`config.mk`:
```
export PLATFORM = sky130hd
export DESIGN_NAME = mc_control
export DESIGN_NICKNAME = d
export VERILOG_FILES = /design/src/rtl/mc_pkg.sv /design/src/rtl/mc_alu_dec.sv /design/src/rtl/mc_control.sv
export SDC_FILE = /design/constraint.sdc
export NUM_CORES = 1
export LEC_CHECK = 0
export BUFFER_PORTS_ARGS = -buffer_cell sky130_fd_sc_hd__buf_4
export CORE_MARGIN = 4
export CORE_UTILIZATION = 45
export CTS_BUF_LIST = sky130_fd_sc_hd__clkbuf_4 sky130_fd_sc_hd__clkbuf_8
export CTS_CLUSTER_DIAMETER = 50
export DETAILED_ROUTE_END_ITERATION = 12
export PLACE_DENSITY_LB_ADDON = 0.3
export SYNTH_ARGS = -nofsm -noshare
export SYNTH_HDL_FRONTEND = slang
export SYNTH_HIERARCHICAL = 1
export SYNTH_SLANG_ARGS = --single-unit
```
`constraint.sdc`:
```
create_clock -name clk -period 4.4 [get_ports clk]
set_clock_uncertainty 0.1 [all_clocks]
set_input_delay 0.22 -clock clk [delete_from_list [all_inputs] [get_ports clk]]
set_output_delay 0.22 -clock clk [all_outputs]
set_load 0.1 [all_outputs]
```
`src/rtl/mc_pkg.sv`:
```
`default_nettype none
// ============================================================================
// Module   : mc_pkg
// Purpose  : Shared types and encodings for the multicycle MIPS main control.
//            Holds the FSM state enum, the 4-bit ALU operation codes, the
//            opcode/funct values recognised by the decoder and the encodings
//            of every datapath select driven by mc_control.
// Revision : 1.0 - initial release
// ============================================================================
package mc_pkg;

  // Controller states, one per instruction phase.
  typedef enum logic [3:0] {
    S_FETCH   = 4'd0,
    S_DECODE  = 4'd1,
    S_RTEXE   = 4'd2,
    S_RTWB    = 4'd3,
    S_MEMADR  = 4'd4,
    S_MEMRD   = 4'd5,
    S_MEMWB   = 4'd6,
    S_MEMWR   = 4'd7,
    S_BEQ     = 4'd8,
    S_ADDIEXE = 4'd9,
    S_ADDIWB  = 4'd10,
    S_JUMP    = 4'd11,
    S_JR      = 4'd12,
    S_ILLEGAL = 4'd13
  } state_e;

  // ALU operation codes; these are the only values ever placed on alu_ctrl.
  localparam logic [3:0] ALU_AND = 4'b0000;
  localparam logic [3:0] ALU_OR  = 4'b0001;
  localparam logic [3:0] ALU_ADD = 4'b0010;
  localparam logic [3:0] ALU_SLL = 4'b0100;
  localparam logic [3:0] ALU_SRL = 4'b0101;
  localparam logic [3:0] ALU_SUB = 4'b0110;
  localparam logic [3:0] ALU_SLT = 4'b0111;

  // Primary opcodes (IR[31:26]).
  localparam logic [5:0] OP_RTYPE = 6'h00;
  localparam logic [5:0] OP_J     = 6'h02;
  localparam logic [5:0] OP_JAL   = 6'h03;
  localparam logic [5:0] OP_BEQ   = 6'h04;
  localparam logic [5:0] OP_ADDI  = 6'h08;
  localparam logic [5:0] OP_LW    = 6'h23;
  localparam logic [5:0] OP_SW    = 6'h2B;

  // R-type function codes (IR[5:0]).
  localparam logic [5:0] FN_SLL = 6'h00;
  localparam logic [5:0] FN_SRL = 6'h02;
  localparam logic [5:0] FN_JR  = 6'h08;
  localparam logic [5:0] FN_ADD = 6'h20;
  localparam logic [5:0] FN_SUB = 6'h22;
  localparam logic [5:0] FN_AND = 6'h24;
  localparam logic [5:0] FN_OR  = 6'h25;
  localparam logic [5:0] FN_SLT = 6'h2A;

  // pc_src encodings.
  localparam logic [1:0] PCSRC_ALU    = 2'd0;
  localparam logic [1:0] PCSRC_ALUOUT = 2'd1;
  localparam logic [1:0] PCSRC_JUMP   = 2'd2;
  localparam logic [1:0] PCSRC_RS     = 2'd3;

  // alu_src_a encodings.
  localparam logic SRCA_PC = 1'b0;
  localparam logic SRCA_RS = 1'b1;

  // alu_src_b encodings.
  localparam logic [1:0] SRCB_RT     = 2'd0;
  localparam logic [1:0] SRCB_FOUR   = 2'd1;
  localparam logic [1:0] SRCB_IMM    = 2'd2;
  localparam logic [1:0] SRCB_IMMSH2 = 2'd3;

  // reg_dst encodings.
  localparam logic [1:0] REGDST_RT = 2'd0;
  localparam logic [1:0] REGDST_RD = 2'd1;
  localparam logic [1:0] REGDST_RA = 2'd2;

  // mem_to_reg encodings.
  localparam logic [1:0] M2R_ALUOUT = 2'd0;
  localparam logic [1:0] M2R_MEM    = 2'd1;
  localparam logic [1:0] M2R_PC     = 2'd2;

endpackage : mc_pkg
`default_nettype wire

```
`src/rtl/mc_alu_dec.sv`:
```
`default_nettype none
// ============================================================================
// Module   : mc_alu_dec
// Purpose  : Combinational R-type funct decode. Maps the funct field to the
//            ALU operation code and flags functs with no ALU meaning.
// Ports    : funct_i     [5:0] in  - IR[5:0]
//            alu_ctrl_o  [3:0] out - ALU operation (ADD when unsupported)
//            illegal_o         out - funct is not an ALU R-type operation
// Revision : 1.0 - initial release
// ============================================================================
module mc_alu_dec
  import mc_pkg::*;
(
  input  logic [5:0] funct_i,
  output logic [3:0] alu_ctrl_o,
  output logic       illegal_o
);

  always_comb begin
    alu_ctrl_o = ALU_ADD;
    illegal_o  = 1'b0;
    case (funct_i)
      FN_ADD:  alu_ctrl_o = ALU_ADD;
      FN_SUB:  alu_ctrl_o = ALU_SUB;
      FN_AND:  alu_ctrl_o = ALU_AND;
      FN_OR:   alu_ctrl_o = ALU_OR;
      FN_SLT:  alu_ctrl_o = ALU_SLT;
      FN_SLL:  alu_ctrl_o = ALU_SLL;
      FN_SRL:  alu_ctrl_o = ALU_SRL;
      // jr is recognised by the main decoder before this flag is consulted.
      default: illegal_o  = 1'b1;
    endcase
  end

endmodule : mc_alu_dec
`default_nettype wire

```
`src/rtl/mc_control.sv`:
```
`default_nettype none
// ============================================================================
// Module   : mc_control
// Purpose  : Multicycle MIPS main-control FSM. Steps each instruction through
//            fetch/decode/execute/memory/writeback and drives the datapath
//            selects, write enables, ALU op code and memory handshake.
// Ports    : clk                in  - clock, rising edge
//            rst_n              in  - asynchronous active-low reset
//            opcode_i     [5:0] in  - IR[31:26], valid from DECODE onward
//            funct_i      [5:0] in  - IR[5:0]
//            zero_i             in  - ALU zero result (beq compare)
//            mem_ready_i        in  - memory completes request this cycle
//            mem_req_o          out - memory request, held until ready
//            mem_we_o           out - memory write request
//            iord_o             out - address select (0 PC, 1 ALU-out)
//            ir_we_o            out - instruction register load
//            pc_we_o            out - PC write
//            pc_src_o     [1:0] out - PC source select
//            alu_src_a_o        out - ALU A select (0 PC, 1 rs)
//            alu_src_b_o  [1:0] out - ALU B select
//            alu_ctrl_o   [3:0] out - ALU operation code
//            reg_we_o           out - register-file write
//            reg_dst_o    [1:0] out - destination register select
//            mem_to_reg_o [1:0] out - write-back data select
//            illegal_o          out - unsupported instruction seen
// Revision : 1.0 - initial release
// ============================================================================
module mc_control
  import mc_pkg::*;
#(
  parameter bit RESET_ILLEGAL_STICKY = 1'b1
) (
  input  logic       clk,
  input  logic       rst_n,
  input  logic [5:0] opcode_i,
  input  logic [5:0] funct_i,
  input  logic       zero_i,
  input  logic       mem_ready_i,
  output logic       mem_req_o,
  output logic       mem_we_o,
  output logic       iord_o,
  output logic       ir_we_o,
  output logic       pc_we_o,
  output logic [1:0] pc_src_o,
  output logic       alu_src_a_o,
  output logic [1:0] alu_src_b_o,
  output logic [3:0] alu_ctrl_o,
  output logic       reg_we_o,
  output logic [1:0] reg_dst_o,
  output logic [1:0] mem_to_reg_o,
  output logic       illegal_o
);

  state_e     state_q;
  state_e     state_d;
  logic       illegal_q;
  logic       illegal_d;

  logic [3:0] dec_alu_ctrl;
  logic       dec_illegal;

  mc_alu_dec u_alu_dec (
    .funct_i    (funct_i),
    .alu_ctrl_o (dec_alu_ctrl),
    .illegal_o  (dec_illegal)
  );

  // --------------------------------------------------------------------------
  // State and illegal-flag registers
  // --------------------------------------------------------------------------
  always_ff @(posedge clk or negedge rst_n) begin
    if (!rst_n) begin
      state_q   <= S_FETCH;
      illegal_q <= 1'b0;
    end else begin
      state_q   <= state_d;
      illegal_q <= illegal_d;
    end
  end

  // The flag rises on entry to ILLEGAL so it is visible in that state. In
  // the non-sticky build it drops at the end of the first FETCH cycle after.
  always_comb begin
    illegal_d = illegal_q;
    if (state_d == S_ILLEGAL) begin
      illegal_d = 1'b1;
    end else if (!RESET_ILLEGAL_STICKY && (state_q == S_FETCH)) begin
      illegal_d = 1'b0;
    end
  end

  assign illegal_o = illegal_q;

  // --------------------------------------------------------------------------
  // Next state and Moore output decode
  // --------------------------------------------------------------------------
  always_comb begin
    state_d      = state_q;
    mem_req_o    = 1'b0;
    mem_we_o     = 1'b0;
    iord_o       = 1'b0;
    ir_we_o      = 1'b0;
    pc_we_o      = 1'b0;
    pc_src_o     = PCSRC_ALU;
    alu_src_a_o  = SRCA_PC;
    alu_src_b_o  = SRCB_RT;
    alu_ctrl_o   = ALU_ADD;
    reg_we_o     = 1'b0;
    reg_dst_o    = REGDST_RT;
    mem_to_reg_o = M2R_ALUOUT;

    case (state_q)
      S_FETCH: begin
        mem_req_o   = 1'b1;
        alu_src_b_o = SRCB_FOUR;
        // IR load and PC+4 commit only in the cycle the read completes.
        ir_we_o     = mem_ready_i;
        pc_we_o     = mem_ready_i;
        if (mem_ready_i) begin
          state_d = S_DECODE;
        end
      end

      S_DECODE: begin
        // Branch target is computed here speculatively into ALU-out.
        alu_src_b_o = SRCB_IMMSH2;
        case (opcode_i)
          OP_RTYPE: begin
            if (funct_i == FN_JR) begin
              state_d = S_JR;
            end else if (dec_illegal) begin
              state_d = S_ILLEGAL;
            end else begin
              state_d = S_RTEXE;
            end
          end
          OP_LW, OP_SW: state_d = S_MEMADR;
          OP_BEQ:       state_d = S_BEQ;
          OP_ADDI:      state_d = S_ADDIEXE;
          OP_J, OP_JAL: state_d = S_JUMP;
          default:      state_d = S_ILLEGAL;
        endcase
      end

      S_RTEXE: begin
        alu_src_a_o = SRCA_RS;
        alu_src_b_o = SRCB_RT;
        alu_ctrl_o  = dec_alu_ctrl;
        state_d     = S_RTWB;
      end

      S_RTWB: begin
        reg_we_o     = 1'b1;
        reg_dst_o    = REGDST_RD;
        mem_to_reg_o = M2R_ALUOUT;
        state_d      = S_FETCH;
      end

      S_MEMADR: begin
        alu_src_a_o = SRCA_RS;
        alu_src_b_o = SRCB_IMM;
        state_d     = (opcode_i == OP_LW) ? S_MEMRD : S_MEMWR;
      end

      S_MEMRD: begin
        mem_req_o = 1'b1;
        iord_o    = 1'b1;
        if (mem_ready_i) begin
          state_d = S_MEMWB;
        end
      end

      S_MEMWB: begin
        reg_we_o     = 1'b1;
        reg_dst_o    = REGDST_RT;
        mem_to_reg_o = M2R_MEM;
        state_d      = S_FETCH;
      end

      S_MEMWR: begin
        mem_req_o = 1'b1;
        mem_we_o  = 1'b1;
        iord_o    = 1'b1;
        if (mem_ready_i) begin
          state_d = S_FETCH;
        end
      end

      S_BEQ: begin
        alu_src_a_o = SRCA_RS;
        alu_src_b_o = SRCB_RT;
        alu_ctrl_o  = ALU_SUB;
        pc_src_o    = PCSRC_ALUOUT;
        // Same-cycle gating on the compare result.
        pc_we_o     = zero_i;
        state_d     = S_FETCH;
      end

      S_ADDIEXE: begin
        alu_src_a_o = SRCA_RS;
        alu_src_b_o = SRCB_IMM;
        state_d     = S_ADDIWB;
      end

      S_ADDIWB: begin
        reg_we_o     = 1'b1;
        reg_dst_o    = REGDST_RT;
        mem_to_reg_o = M2R_ALUOUT;
        state_d      = S_FETCH;
      end

      S_JUMP: begin
        pc_we_o  = 1'b1;
        pc_src_o = PCSRC_JUMP;
        // jal links through PC, which already holds PC+4 after FETCH.
        if (opcode_i == OP_JAL) begin
          reg_we_o     = 1'b1;
          reg_dst_o    = REGDST_RA;
          mem_to_reg_o = M2R_PC;
        end
        state_d = S_FETCH;
      end

      S_JR: begin
        pc_we_o  = 1'b1;
        pc_src_o = PCSRC_RS;
        state_d  = S_FETCH;
      end

      S_ILLEGAL: begin
        // No writes; PC was already advanced in FETCH.
        state_d = S_FETCH;
      end

      default: begin
        state_d = S_FETCH;
      end
    endcase

    // While reset is held every enable and select sits at its idle value,
    // so an abandoned instruction cannot issue a request or a write.
    if (!rst_n) begin
      mem_req_o    = 1'b0;
      mem_we_o     = 1'b0;
      iord_o       = 1'b0;
      ir_we_o      = 1'b0;
      pc_we_o      = 1'b0;
      pc_src_o     = PCSRC_ALU;
      alu_src_a_o  = SRCA_PC;
      alu_src_b_o  = SRCB_RT;
      alu_ctrl_o   = ALU_ADD;
      reg_we_o     = 1'b0;
      reg_dst_o    = REGDST_RT;
      mem_to_reg_o = M2R_ALUOUT;
    end
  end

endmodule : mc_control
`default_nettype wire

```
# Word level (Yosys, flattened, before mapping)
# Cells that the tools add are included.
totals:
  reg_bits: 5
  elab_cells: 75
op_classes:
  eq_ne: 26
  mux: 35
  reduce_logical: 12
ops:
  columns: ["cell", "count"]
  rows:
  - ["equality test 6 bit (second input constant)", 7]
  - ["one-hot mux 4 bit (7 select lines)", 1]
  - ["equality test 4 bit (second input constant)", 6]
  - ["2-to-1 mux 4 bit", 6]
  - ["one-hot mux 4 bit (5 select lines)", 1]
  - ["equality test 6 x 2 -> 1 bit (second input constant)", 3]
  - ["one-hot mux 3 bit (6 select lines)", 1]
  - ["equality test 4 x 3 -> 1 bit (second input constant)", 4]
  - ["2-to-1 mux 1 bit", 13]
  - ["equality test 6 x 4 -> 1 bit (second input constant)", 2]
  - ["zero test 6 bit", 2]
  - ["2-to-1 mux 2 bit", 6]
  - ["one-hot mux 2 bit (3 select lines)", 2]
  - ["OR reduction 2 bit", 5]
  - ["equality test 4 x 2 -> 1 bit (second input constant)", 2]
  - ["one-hot mux 2 bit (2 select lines)", 2]
  - ["one-hot mux 4 bit (2 select lines)", 1]
  - ["OR reduction 7 bit", 1]
  - ["equality test 6 x 3 -> 1 bit (second input constant)", 1]
  - ["OR reduction 3 bit", 2]
  - ["equality test 4 x 1 -> 1 bit (second input constant)", 1]
  - ["zero test 4 bit", 1]
  - ["OR reduction 4 bit", 1]
  - ["one-hot mux 1 bit (3 select lines)", 1]
  - ["one-hot mux 1 bit (2 select lines)", 1]

# Depth between registers and ports, before layout
# Gate-level depths: netlist (run 1).
depth:
  ltp_word: 7
  ltp_mapped: 7
  depth_no_buf: 6

# Cells and area by module
# The synthesis (run 1) kept the hierarchy.
by_module_without_submodules:
  columns: ["module", "instances", "cells_per_inst", "area_each_um2", "seq_area_each_um2"]
  rows:
  - ["mc_control", 1, 108, 743.2, 125.1]
  - ["mc_alu_dec", 1, 17, 117.6, 0.0]

# Worst setup path after synthesis (run 1)
# OpenSTA, ideal clock, no wires.
synth_path:
  kind: "register to output"
  startpoint: "register state_q[3]"
  endpoint: "output reg_dst_o[1]"
  arrival_time_ns: 3.564
  setup_slack_ns: 0.516
  stages_incl_launch_ff: 6
  cell_sequence: "dfrtp_1 clkbuf_1 buf_2 nand2_1 nor3_1 buf_4"
synth_via:
  elab_chain_len: 3
  word_cells_on_any_way: 4
  cone_classes: "eq/ne (2); mux (2)"
synth_rtl:
  columns: ["element", "line_no", "text"]
  rows:
  - ["start: declaration", "mc_control.sv:54", "state_e state_q;"]
  - ["start signal: assignment", "mc_control.sv:76", "state_q <= state_d;"]
  - ["equality test 4 bit / equality test 4 x 2 -> 1 bit (equally long branches)", "mc_control.sv:112", "case (state_q)"]
  - ["one-hot mux 2 bit (2 select lines) *", "mc_control.sv:112", null]
  - ["2-to-1 mux 2 bit *", "mc_control.sv:242", "if (!rst_n) begin"]
  - ["end: declaration", "mc_control.sv:49", "output logic [1:0] reg_dst_o,"]
# Mark *: on every way between the ends. The rest lies on a longest branch, timed or not.

# Worst setup path after layout (run 1)
layout_path:
  startpoint: "input rst_n"
  endpoint: "output alu_ctrl_o[2]"
layout_via:
  elab_chain_len: 1
layout_rtl:
  columns: ["element", "line_no", "text"]
  rows:
  - ["start: declaration", "mc_control.sv:34", "input logic rst_n,"]
  - ["2-to-1 mux 4 bit", "mc_control.sv:242", null]
  - ["end: declaration", "mc_control.sv:47", "output logic [3:0] alu_ctrl_o,"]
# No other way between the ends.

==> out/qor.txt, run 1 <==
H-tree depth: 1
Top cells by area, synth: dfrtp_1 (15%), nor2_1 (7.8%), a21oi_1 (5.8%), nor3_1 (5.2%), nand2_1 (3.9%)
Crit path capture type: output pin
Die X: 51.7 um
Sw frac: 0.651
Post-Route WL: 2380 um
Std cell rows: 15
Crit-path max FO: 12
Post-synth EDFFs: 0
Worst IR Drop VDD: 0.000381 V
Max cap viols: 0
Cells after Synth: 125
Initial DRC count: 21
R2R Setup Slk: 2.56 ns
Root Buffer: clkbuf_4
CTS tree: built
I/O Buffers: 34
R2r worst-path depth: 5
Mapped Area: 861 sq um
RSZ-0062 raised after global routing: false
Fmax: 0.421 GHz
Leak: 0.000489 uW
Syn avg cell area: 6.89 sq um
Max_slew headroom: 0.366
Vias in the first global route: 904
Die H: 51.7 um
Gr ovfl total: 0
Final setup vio count: 0
Core area: 1760 sq um
Final Hold Vio Count: 0
Kind of critical path: input pin to output pin
Buffer levels on the longest clock path: 2
Clock share of power: 0.090
Antenna Cells: 0
Syn nets: 141
Die ar.: 2680 sq um
Clk sinks: 5
Status: finished clean
First-pass GRT wire length: 4040 um
Worst r2r src: state_q[2]$_DFF_PN0_
DRT Pass-1 Iters: 4
Warnings, synthesis: 6
Final TNS setup: 0 ns
Tcrit/Tclk final: 0.540
Vias: 1005
Worst EP arrival: 2.06 ns
Slew Viols, Final: 0
Post-DR wirelength/cell: 13.4 um
Area share of the largest cell type after synthesis: 0.145
Register bit total from synthesis: 5
Largest area contributor in the netlist: dfrtp_1
Routed vias/inst: 5.65
Post-CTS Resized: 0
Comb pwr share: 0.702
Power Density: 601 nW/um^2
Setup crit start kind: input pin
Min-Delay Path Class: input pin to asynchronous set/reset pin
Most common cell in the netlist: nor2_1
Total track usage: 0.197
I/O pin count: 36
Internal Power: 236 uW
Ratio of cells with drive above 1 in the final layout: 0.288
Final Power: 676 uW
Initial antenna violation count: 0
Unique masters post-synth: 47
Worst-Margin Slew: 0.957 ns
Worst Slack Setup Final: 2.02 ns
Largest net degree at the start of global routing: 24
CTS Buf Count: 3
# fillers: 189
Part of the Yosys area used for sequential elements: 0.145
Pre-CTS setup slack: 2.25 ns
Worst-Skew Late Latency: 0.25 ns
Routed Antenna Nets: 0
Switch Pwr: 440 uW
Initial core utilization: 0.488
Asr flop ratio synth: 1.00
Clock-pin slew on the worst setup and hold paths: 0.05 ns
Synth Flop Type: dfrtp_1
Power share of the sequential group: 0.208
Area Overhead vs Synth: 30.8%
Worst EP required: 4.08 ns
Residual DRC: 0
GP Congestion: 0.802
Worst R2R End: illegal_o$_DFFE_PN0N_
Tmin final: 2.38 ns
Post-DP HPWL: 1810 um
Nets@finish: 170
Top cells by count, synth: nor2_1 (18), a21oi_1 (10), nand2_1 (9), nor3_1 (9)
## through the flow
stage	hold slack (ns)	cell area, sq um	utilization	std cells
floorplan	-0.176	861	-	125
global placement	-0.0527	1090	0.616	173
detailed placement	-0.0510	1090	0.616	173
CTS	0.225	1130	0.638	178
global route	0.231	1130	0.638	178
finish	0.241	1130	0.638	178
## flip-flops by register name, summed over array words and instances, names as in the netlist
| name | cells |
|---|---|
| illegal_o | 1 |
| state_q | 4 |
## critical path: stages
cell and delay, ns:
dlygate4sd3_1 0.53, buf_4 0.18, nand2_1 0.15, nor4_1 0.48, a32o_1 0.20, buf_4 0.29
## kinds of logic after synthesis
group / share of synthesized area
other: 0.00436
AOI/OAI and AO/OA: 0.275
and+or+nand+nor: 0.453
buffers and inverters: 0.0843
muxes: 0.0174
xor gates and xnor gates: 0.0204
DFF: 0.145
## cell usage in the layout (no fill, tap or decap), drive strengths merged, types with 2 or more instances in the layout
master   instances
nand2            9
nor4             5
o32ai            2
inv              3
buf             34
and2             4
or3              3
nand2b           2
nand3            2
nor2b            5
a31oi            2
a2bb2oi          2
dfrtp            5
clkbuf           4
a21oi           10
o21ai            6
and3             3
nor2            18
nor4b            2
nor3             9
and3b            2
## how the worst max path moves through the flow
stage	start	endpoint	cells past startpoint
finish	rst_n	alu_ctrl_o[2]	6
detailed placement	opcode_i[5]	reg_we_o	7
global route	state_q[1]$_DFF_PN0_	alu_ctrl_o[0]	4
CTS	rst_n	alu_ctrl_o[0]	6
floorplan	state_q[3]$_DFF_PN0_	reg_dst_o[1]	5
global placement	opcode_i[5]	reg_we_o	7
## routing by layer
layer  vias to the layer above  global-route usage  wire (um)
met5                         -                   0          0
met4                         0              0.0786          7
met3                         2              0.0458        194
met2                        45               0.320       1140
met1                       437               0.249       1040
li1                        521                   -          -
## power groups by stage
stage | Combinational, uW | Sequential [uW] | Clock (uW)
2_1_floorplan | 449 | 73.2 | 0
3_3_place_gp | 467 | 139 | 0
3_5_place_dp | 473 | 140 | 0
4_1_cts | 475 | 140 | 63.0
5_1_grt | 515 | 150 | 69.0
6_report | 475 | 140 | 61.1
## repair_timing
item,CTS,global route
hold endpoints to repair,5,0
endpoints found under the setup margin,0,0
hold buffers,1,0
buffers inserted,0,0
## cell type report
type,count,area [sq um],area share
multi-input combinational,106,663,0.589
tap,25,31.3,0.0278
timing repair buffer,35,265,0.236
clock buffer,4,30.0,0.0267
inverter,3,11.3,0.0100
sequential,5,125,0.111
(Power assumes the default switching activity.)
==> run 2: changes to the inputs <==
--- a/config.mk
+++ b/config.mk
@@ -7,7 +7,7 @@
 export LEC_CHECK = 0
 export BUFFER_PORTS_ARGS = -buffer_cell sky130_fd_sc_hd__buf_4
 export CORE_MARGIN = 4
-export CORE_UTILIZATION = 45
+export CORE_UTILIZATION = 44
 export CTS_BUF_LIST = sky130_fd_sc_hd__clkbuf_4 sky130_fd_sc_hd__clkbuf_8
 export CTS_CLUSTER_DIAMETER = 50
 export DETAILED_ROUTE_END_ITERATION = 12
==> constraint.sdc (replaced) <==
create_clock -name clk -period 2 [get_ports clk]
set_clock_uncertainty 0.1 [all_clocks]
set_input_delay 0.1 -clock clk [delete_from_list [all_inputs] [get_ports clk]]
set_output_delay 0.1 -clock clk [all_outputs]
set_load 0.1 [all_outputs]
==> run 2 against run 1 <==
Against the previous run: via count up 17%; critical path depth decreased by 1; die area rose by 1.9%; setup slack worse by 1.9 ns; sequential power grew 81%; utilization rose by 13 points; register-to-register slack worse by 2.4 ns; hold slack worse by 0.13 ns; routed wire length increased by 20%; clock-buffer cell count unchanged.
==> out/qor.txt, run 2 (same netlist as run 1, synthesis figures left out) <==
Status: finished clean (unchanged)
Final Hold Vio Count: 0 (unchanged)
Pre-CTS setup slack: 0.203 ns (was 2.25 ns)
Leak: 0.000612 uW (was 0.000489 uW)
Kind of critical path: register to output pin (was input pin to output pin)
Worst-Skew Late Latency: 0.25 ns (about the same)
Min-Delay Path Class: input pin to register (was input pin to asynchronous set/reset pin)
CP dominant cell by count: buf_4 (unchanged)
Root Buffer: clkbuf_4 (unchanged)
DRT Pass-1 Iters: 4 (unchanged)
Crit path max-delay family: buffers and inverters (unchanged)
WP buf/inv: 2 (was 3)
Tmin final: 1.91 ns
Initial antenna violation count: 0 (unchanged)
Hold Path Sink: state_q[2]$_DFF_PN0_
Slew Viols, Final: 0 (unchanged)
Most flops, register: state_q (unchanged)
Gr ovfl total: 0 (unchanged)
Worst IR Drop VDD: 0.000785 V (was 0.000381 V)
Clock share of power: 0.070 (was 0.090)
Worst R2R End: illegal_o$_DFFE_PN0N_ (unchanged)
Max cap viols: 0 (unchanged)
Clock-pin slew on the worst setup and hold paths: 0.04 ns (was 0.05 ns)
Internal Power: 755 uW (was 236 uW)
Worst r2r src: state_q[2]$_DFF_PN0_ (unchanged)
Antenna Cells: 0 (unchanged)
Setup crit start kind: register (was input pin)
Most common cell after layout, fill and taps aside: buf_4 (unchanged)
Tcrit/Tclk final: 0.957
Worst-Margin Slew: 0.965 ns (was 0.957 ns)
Crit path capture type: output pin (unchanged)
Fmax: 0.523 GHz
Worst EP arrival: 1.71 ns (was 2.06 ns)
R2r worst-path depth: 6 (was 5)
CTS Buf Count: 3 (unchanged)
Final Power: 1910 uW (was 676 uW)
Largest stage delay, worst path: 0.50 ns (was 0.53 ns)
Hold wc startpoint: mem_ready_i
Nets@finish: 186 (was 170)
Final setup vio count: 0 (unchanged)
Ratio of cells with drive above 1 in the final layout: 0.462 (was 0.288)
Core area: 1780 sq um (was 1760 sq um)
Buffer levels on the longest clock path: 2 (unchanged)
R2R Setup Slk: 0.17 ns (was 2.56 ns)
CTS tree: built (unchanged)
I/O Buffers: 34 (unchanged)
Post-DP HPWL: 2120 um (was 1810 um)
Routed Antenna Nets: 0 (unchanged)
Routed vias/inst: 6.07 (was 5.65)
Vias: 1177 (was 1005)
Slowest CP cell: dfrtp_2 (was dlygate4sd3_1)
Core Util, Final: 0.767 (was 0.638)
Die X: 52.2 um (was 51.7 um)
Clk sinks: 5 (unchanged)
Area Overhead vs Synth: 58.9% (was 30.8%)
Max reg flops: 4 (unchanged)
Comb pwr share: 0.797 (was 0.702)
GP Congestion: 0.848 (was 0.802)
Vias in the first global route: 1019 (was 904)
Worst hold stages: 4
H-tree depth: 1 (unchanged)
Crit path cell chain: buf_4 > nor2_1 > nand2_1 > nor2_2 > buf_4 (was dlygate4sd3_1 > buf_4 > nand2_1 > nor4_1 > a32o_1 > buf_4)
Sw frac: 0.604 (was 0.651)
Largest net degree at the start of global routing: 16 (was 24)
Die H: 52.2 um (was 51.7 um)
Crit-path max FO: 13 (was 12)
RSZ-0062 raised after global routing: false (unchanged)
Power Density: 1390 nW/um^2 (was 601 nW/um^2)
Most frequent cells in the layout: buf_4 (46), nor2_1 (15), nand2_1 (9), a21oi_1 (9) (was buf_4 (34), nor2_1 (18), a21oi_1 (10))
Total track usage: 0.213 (was 0.197)
Power share of the sequential group: 0.133 (was 0.208)
Max_slew headroom: 0.361 (was 0.366)
Worst EP required: 1.80 ns (was 4.08 ns)
First-pass GRT wire length: 4510 um (was 4040 um)
Worst Slack Setup Final: 0.0870 ns (was 2.02 ns)
Initial core utilization: 0.483 (was 0.488)
Residual DRC: 0 (unchanged)
Initial DRC count: 58 (was 21)
Post-DR wirelength/cell: 14.7 um (was 13.4 um)
Std cell rows: 15 (unchanged)
Die ar.: 2730 sq um (was 2680 sq um)
Post-Route WL: 2860 um (was 2380 um)
Switch Pwr: 1150 uW (was 440 uW)
# fillers: 127 (was 189)
I/O pin count: 36 (unchanged)
-- run 2: area by class of cell --
| class | instances | area (sq um) | share of cell area |
|---|---|---|---|
| clock buffer | 4 | 30.0 | 0.0220 |
| tap | 25 | 31.3 | 0.0229 |
| inverter | 3 | 11.3 | 0.00823 |
| timing repair buffer | 51 | 409 | 0.299 |
| sequential | 5 | 129 | 0.0942 |
| multi-input combinational | 106 | 757 | 0.554 |
-- run 2: metrics by stage --
stage / cells / instance area (sq um) / TNS (ns) / hold slack (ns)
final: 194 / 1370 / 0 / 0.114
after detailed placement: 181 / 1230 / 0 / -0.166
after CTS: 186 / 1280 / 0 / 0.110
after floorplan: 125 / 957 / -0.446 / -0.296
after global routing: 194 / 1370 / 0 / 0.122
after global placement: 181 / 1230 / 0 / -0.167
-- run 2: worst max-delay path by stage --
stage                                     from      endpoint  slack, ns  depth (start not counted)
after floorplan           state_q[3]$_DFF_PN0_  reg_dst_o[1]      -0.30                          5
after global placement             opcode_i[5]      reg_we_o       0.24                          7
after detailed placement  state_q[0]$_DFF_PN0_       pc_we_o       0.20                          6
after CTS                 state_q[3]$_DFF_PN0_      reg_we_o       0.02                          5
after global routing      state_q[2]$_DFF_PN0_   alu_src_a_o       0.02                          5
final                     state_q[3]$_DFF_PN0_  reg_dst_o[0]       0.09                          5
-- run 2: what timing repair did --
action	CTS	global route
resized for setup	3	5
setup endpoints to repair	7	9
buffers inserted	0	8
gates cloned	0	0
hold endpoints to repair	5	0
hold buffers	1	0
-- run 2: worst reg2reg max path: stages (launching register included) --
cell and delay, ns:
dfrtp_2 0.47, buf_4 0.18, nor2_1 0.26, a2bb2oi_1 0.12
a221o_1 0.40, nand2_1 0.08, a41o_1 0.17
-- run 2: power by group through the flow --
| stage | logic, uW | registers [uW] | clock network [uW] |
|---|---|---|---|
| finish | 1520 | 253 | 134 |
| global route | 1600 | 259 | 144 |
| CTS | 1300 | 277 | 137 |
| detailed placement | 1290 | 267 | 0 |
| global placement | 1270 | 266 | 0 |
| floorplan | 1120 | 162 | 0 |
-- run 2: layer usage --
layer | wire length [um] | vias to the layer above | track usage | part of all wire
met3 | 228 | 4 | 0.0313 | 0.080
met4 | 29 | 0 | 0.0766 | 0.010
met2 | 1520 | 69 | 0.372 | 0.53
li1 | - | 550 | - | -
met1 | 1080 | 554 | 0.264 | 0.38
met5 | 0 | - | 0 | 0
==> run 3: changes to the inputs <==
--- a/config.mk
+++ b/config.mk
@@ -7,7 +7,7 @@
 export LEC_CHECK = 0
 export BUFFER_PORTS_ARGS = -buffer_cell sky130_fd_sc_hd__buf_4
 export CORE_MARGIN = 4
-export CORE_UTILIZATION = 44
+export CORE_UTILIZATION = 40
 export CTS_BUF_LIST = sky130_fd_sc_hd__clkbuf_4 sky130_fd_sc_hd__clkbuf_8
 export CTS_CLUSTER_DIAMETER = 50
 export DETAILED_ROUTE_END_ITERATION = 12
==> run 3 against run 2 <==
Against the previous run: non-clock buffer count shrank 6; register-to-register slack gained 0.13 ns; critical endpoint is now pc_src_o[1]; die area grew 8.4%; sequential power grew 9.5%; largest cell class unchanged; flip-flop and latch count is the same; via count shrank 7.6%; first-iteration DRC count shrank 62%.
==> out/qor.txt, run 3 (same netlist as run 1, synthesis figures left out) <==
Max cap viols: 0 (unchanged)
Largest net degree at the start of global routing: 16 (unchanged)
WP buf/inv: 2 (unchanged)
Slew Viols, Final: 0 (unchanged)
Std cell rows: 16 (was 15)
Tcrit/Tclk final: 0.954 (was 0.957)
CTS Buf Count: 3 (unchanged)
Gr ovfl total: 0 (unchanged)
Most common cell after layout, fill and taps aside: buf_4 (unchanged)
Worst-Margin Slew: 0.958 ns (was 0.965 ns)
Post-Route WL: 2710 um (was 2860 um)
Worst EP required: 1.80 ns (about the same)
Crit path cell chain: inv_1 > or3_1 > a21oi_4 > buf_4 (was buf_4 > nor2_1 > nand2_1 > nor2_2 > buf_4)
DRT Pass-1 Iters: 4 (unchanged)
R2R Setup Slk: 0.30 ns (was 0.17 ns)
CTS tree: built (unchanged)
Crit path max-delay family: flip-flops (was buffers and inverters)
Buffer levels on the longest clock path: 2 (unchanged)
Final Hold Vio Count: 0 (unchanged)
Ratio of cells with drive above 1 in the final layout: 0.436 (was 0.462)
Status: finished clean (unchanged)
Vias in the first global route: 1023 (was 1019)
R2r worst-path depth: 5 (was 6)
Worst r2r src: state_q[0]$_DFF_PN0_ (was state_q[2]$_DFF_PN0_)
Core area: 2000 sq um (was 1780 sq um)
Root Buffer: clkbuf_4 (unchanged)
Routed Antenna Nets: 0 (unchanged)
H-tree depth: 1 (unchanged)
Die ar.: 2960 sq um (was 2730 sq um)
Leak: 0.000578 uW (was 0.000612 uW)
GP Congestion: 0.810 (was 0.848)
First-pass GRT wire length: 4490 um (was 4510 um)
Crit path capture type: output pin (unchanged)
Vias: 1088 (was 1177)
Initial antenna violation count: 0 (unchanged)
Initial DRC count: 22 (was 58)
RSZ-0062 raised after global routing: true (was false)
Worst EP arrival: 1.71 ns (about the same)
Post-DR wirelength/cell: 14.2 um (was 14.7 um)
Setup crit start kind: register (unchanged)
Max_slew headroom: 0.366 (was 0.361)
Initial core utilization: 0.430 (was 0.483)
Min-Delay Path Class: input pin to asynchronous set/reset pin (was input pin to register)
Fmax: 0.524 GHz (was 0.523 GHz)
Worst IR Drop VDD: 0.000808 V (was 0.000785 V)
Clock-pin slew on the worst setup and hold paths: 0.05 ns (was 0.04 ns)
Total track usage: 0.201 (was 0.213)
Tmin final: 1.91 ns (about the same)
Most frequent cells in the layout: buf_4 (43), nor2_1 (15), nand2_1 (9), a21oi_1 (9) (was buf_4 (46), nor2_1 (15), nand2_1 (9), a21oi_1 (9))
Max reg flops: 4 (unchanged)
Worst Slack Setup Final: 0.0924 ns (was 0.0870 ns)
Slowest CP cell: dfrtp_2 (unchanged)
Antenna Cells: 0 (unchanged)
Largest stage delay, worst path: 0.45 ns (was 0.50 ns)
Final setup vio count: 0 (unchanged)
Die H: 54.4 um (was 52.2 um)
Power Density: 1350 nW/um^2 (was 1390 nW/um^2)
Most flops, register: state_q (unchanged)
Clk sinks: 5 (unchanged)
I/O pin count: 36 (unchanged)
Routed vias/inst: 5.73 (was 6.07)
Nets@finish: 180 (was 186)
Area Overhead vs Synth: 52.6% (was 58.9%)
Residual DRC: 0 (unchanged)
Kind of critical path: register to output pin (unchanged)
Pre-CTS setup slack: 0.161 ns (was 0.203 ns)
Post-DP HPWL: 2110 um (was 2120 um)
Die X: 54.4 um (was 52.2 um)
Final Power: 1770 uW (was 1910 uW)
Post-CTS setup buffer count: 0 (unchanged)
I/O Buffers: 34 (unchanged)
Worst R2R End: state_q[1]$_DFF_PN0_ (was illegal_o$_DFFE_PN0N_)
Crit-path max FO: 8 (was 13)
Worst-Skew Late Latency: 0.25 ns (about the same)
==> run 3: cell count changes in the layout (fill, tap and decap cells not counted) <==
cell    before  now
inv_2        1    0
inv_1        2    3
buf_6        3    1
buf_4       46   43
buf_12       1    0
nor4_2       2    1
nor4_4       0    1
==> run 3: repair_timing <==
item | in CTS | in global routing
hold buffers | 1 | 0
endpoints found under the setup margin | 4 | 6
hold endpoints to repair | 5 | 0
resized for setup | 2 | 4
==> run 3: worst max-delay path by stage <==
stage | to | startpoint | depth (start not counted) | slack [ns]
finish | pc_src_o[1] | state_q[2]$_DFF_PN0_ | 4 | 0.09
global route | mem_to_reg_o[1] | state_q[0]$_DFF_PN0_ | 4 | -0.005
CTS | pc_src_o[1] | state_q[2]$_DFF_PN0_ | 4 | 0.03
detailed placement | alu_ctrl_o[0] | state_q[0]$_DFF_PN0_ | 3 | 0.16
global placement | reg_we_o | opcode_i[5] | 7 | 0.25
floorplan | reg_dst_o[1] | state_q[3]$_DFF_PN0_ | 5 | -0.30
==> run 3: worst reg2reg max path, cell delays in order (launching register included) <==
cell     delay, ns
dfrtp_2       0.51
buf_4         0.20
nor2b_1       0.15
a21oi_1       0.15
o32ai_1       0.09
or3_1         0.36
==> run 3: per-layer routing <==
metal  share of wire  track usage
met1            0.44        0.260
met2            0.50        0.351
met3           0.048       0.0109
met4           0.015       0.0705
met5               0            0
==> run 3: area by class of cell <==
class,instances,area [sq um]
timing repair buffer,45,344
clock buffer,4,30.0
fill,191,688
tap,27,33.8
sequential,5,129
inverter,3,11.3
multi-input combinational,106,766
==> run 3: power by group <==
part	internal, uW	switching (uW)
Combinational	420	934
Clock	89.4	47.9
Sequential	145	132
==> run 3: through the flow <==
stage	utilization	instances	cell area, sq um	hold slack [ns]	TNS, ns
detailed placement	0.625	185	1250	-0.166	0
finish	0.656	190	1310	0.120	0
CTS	0.649	190	1300	0.105	0
global route	0.656	190	1310	0.128	-0.00961
floorplan	-	125	957	-0.296	-0.446
global placement	0.625	185	1250	-0.166	0
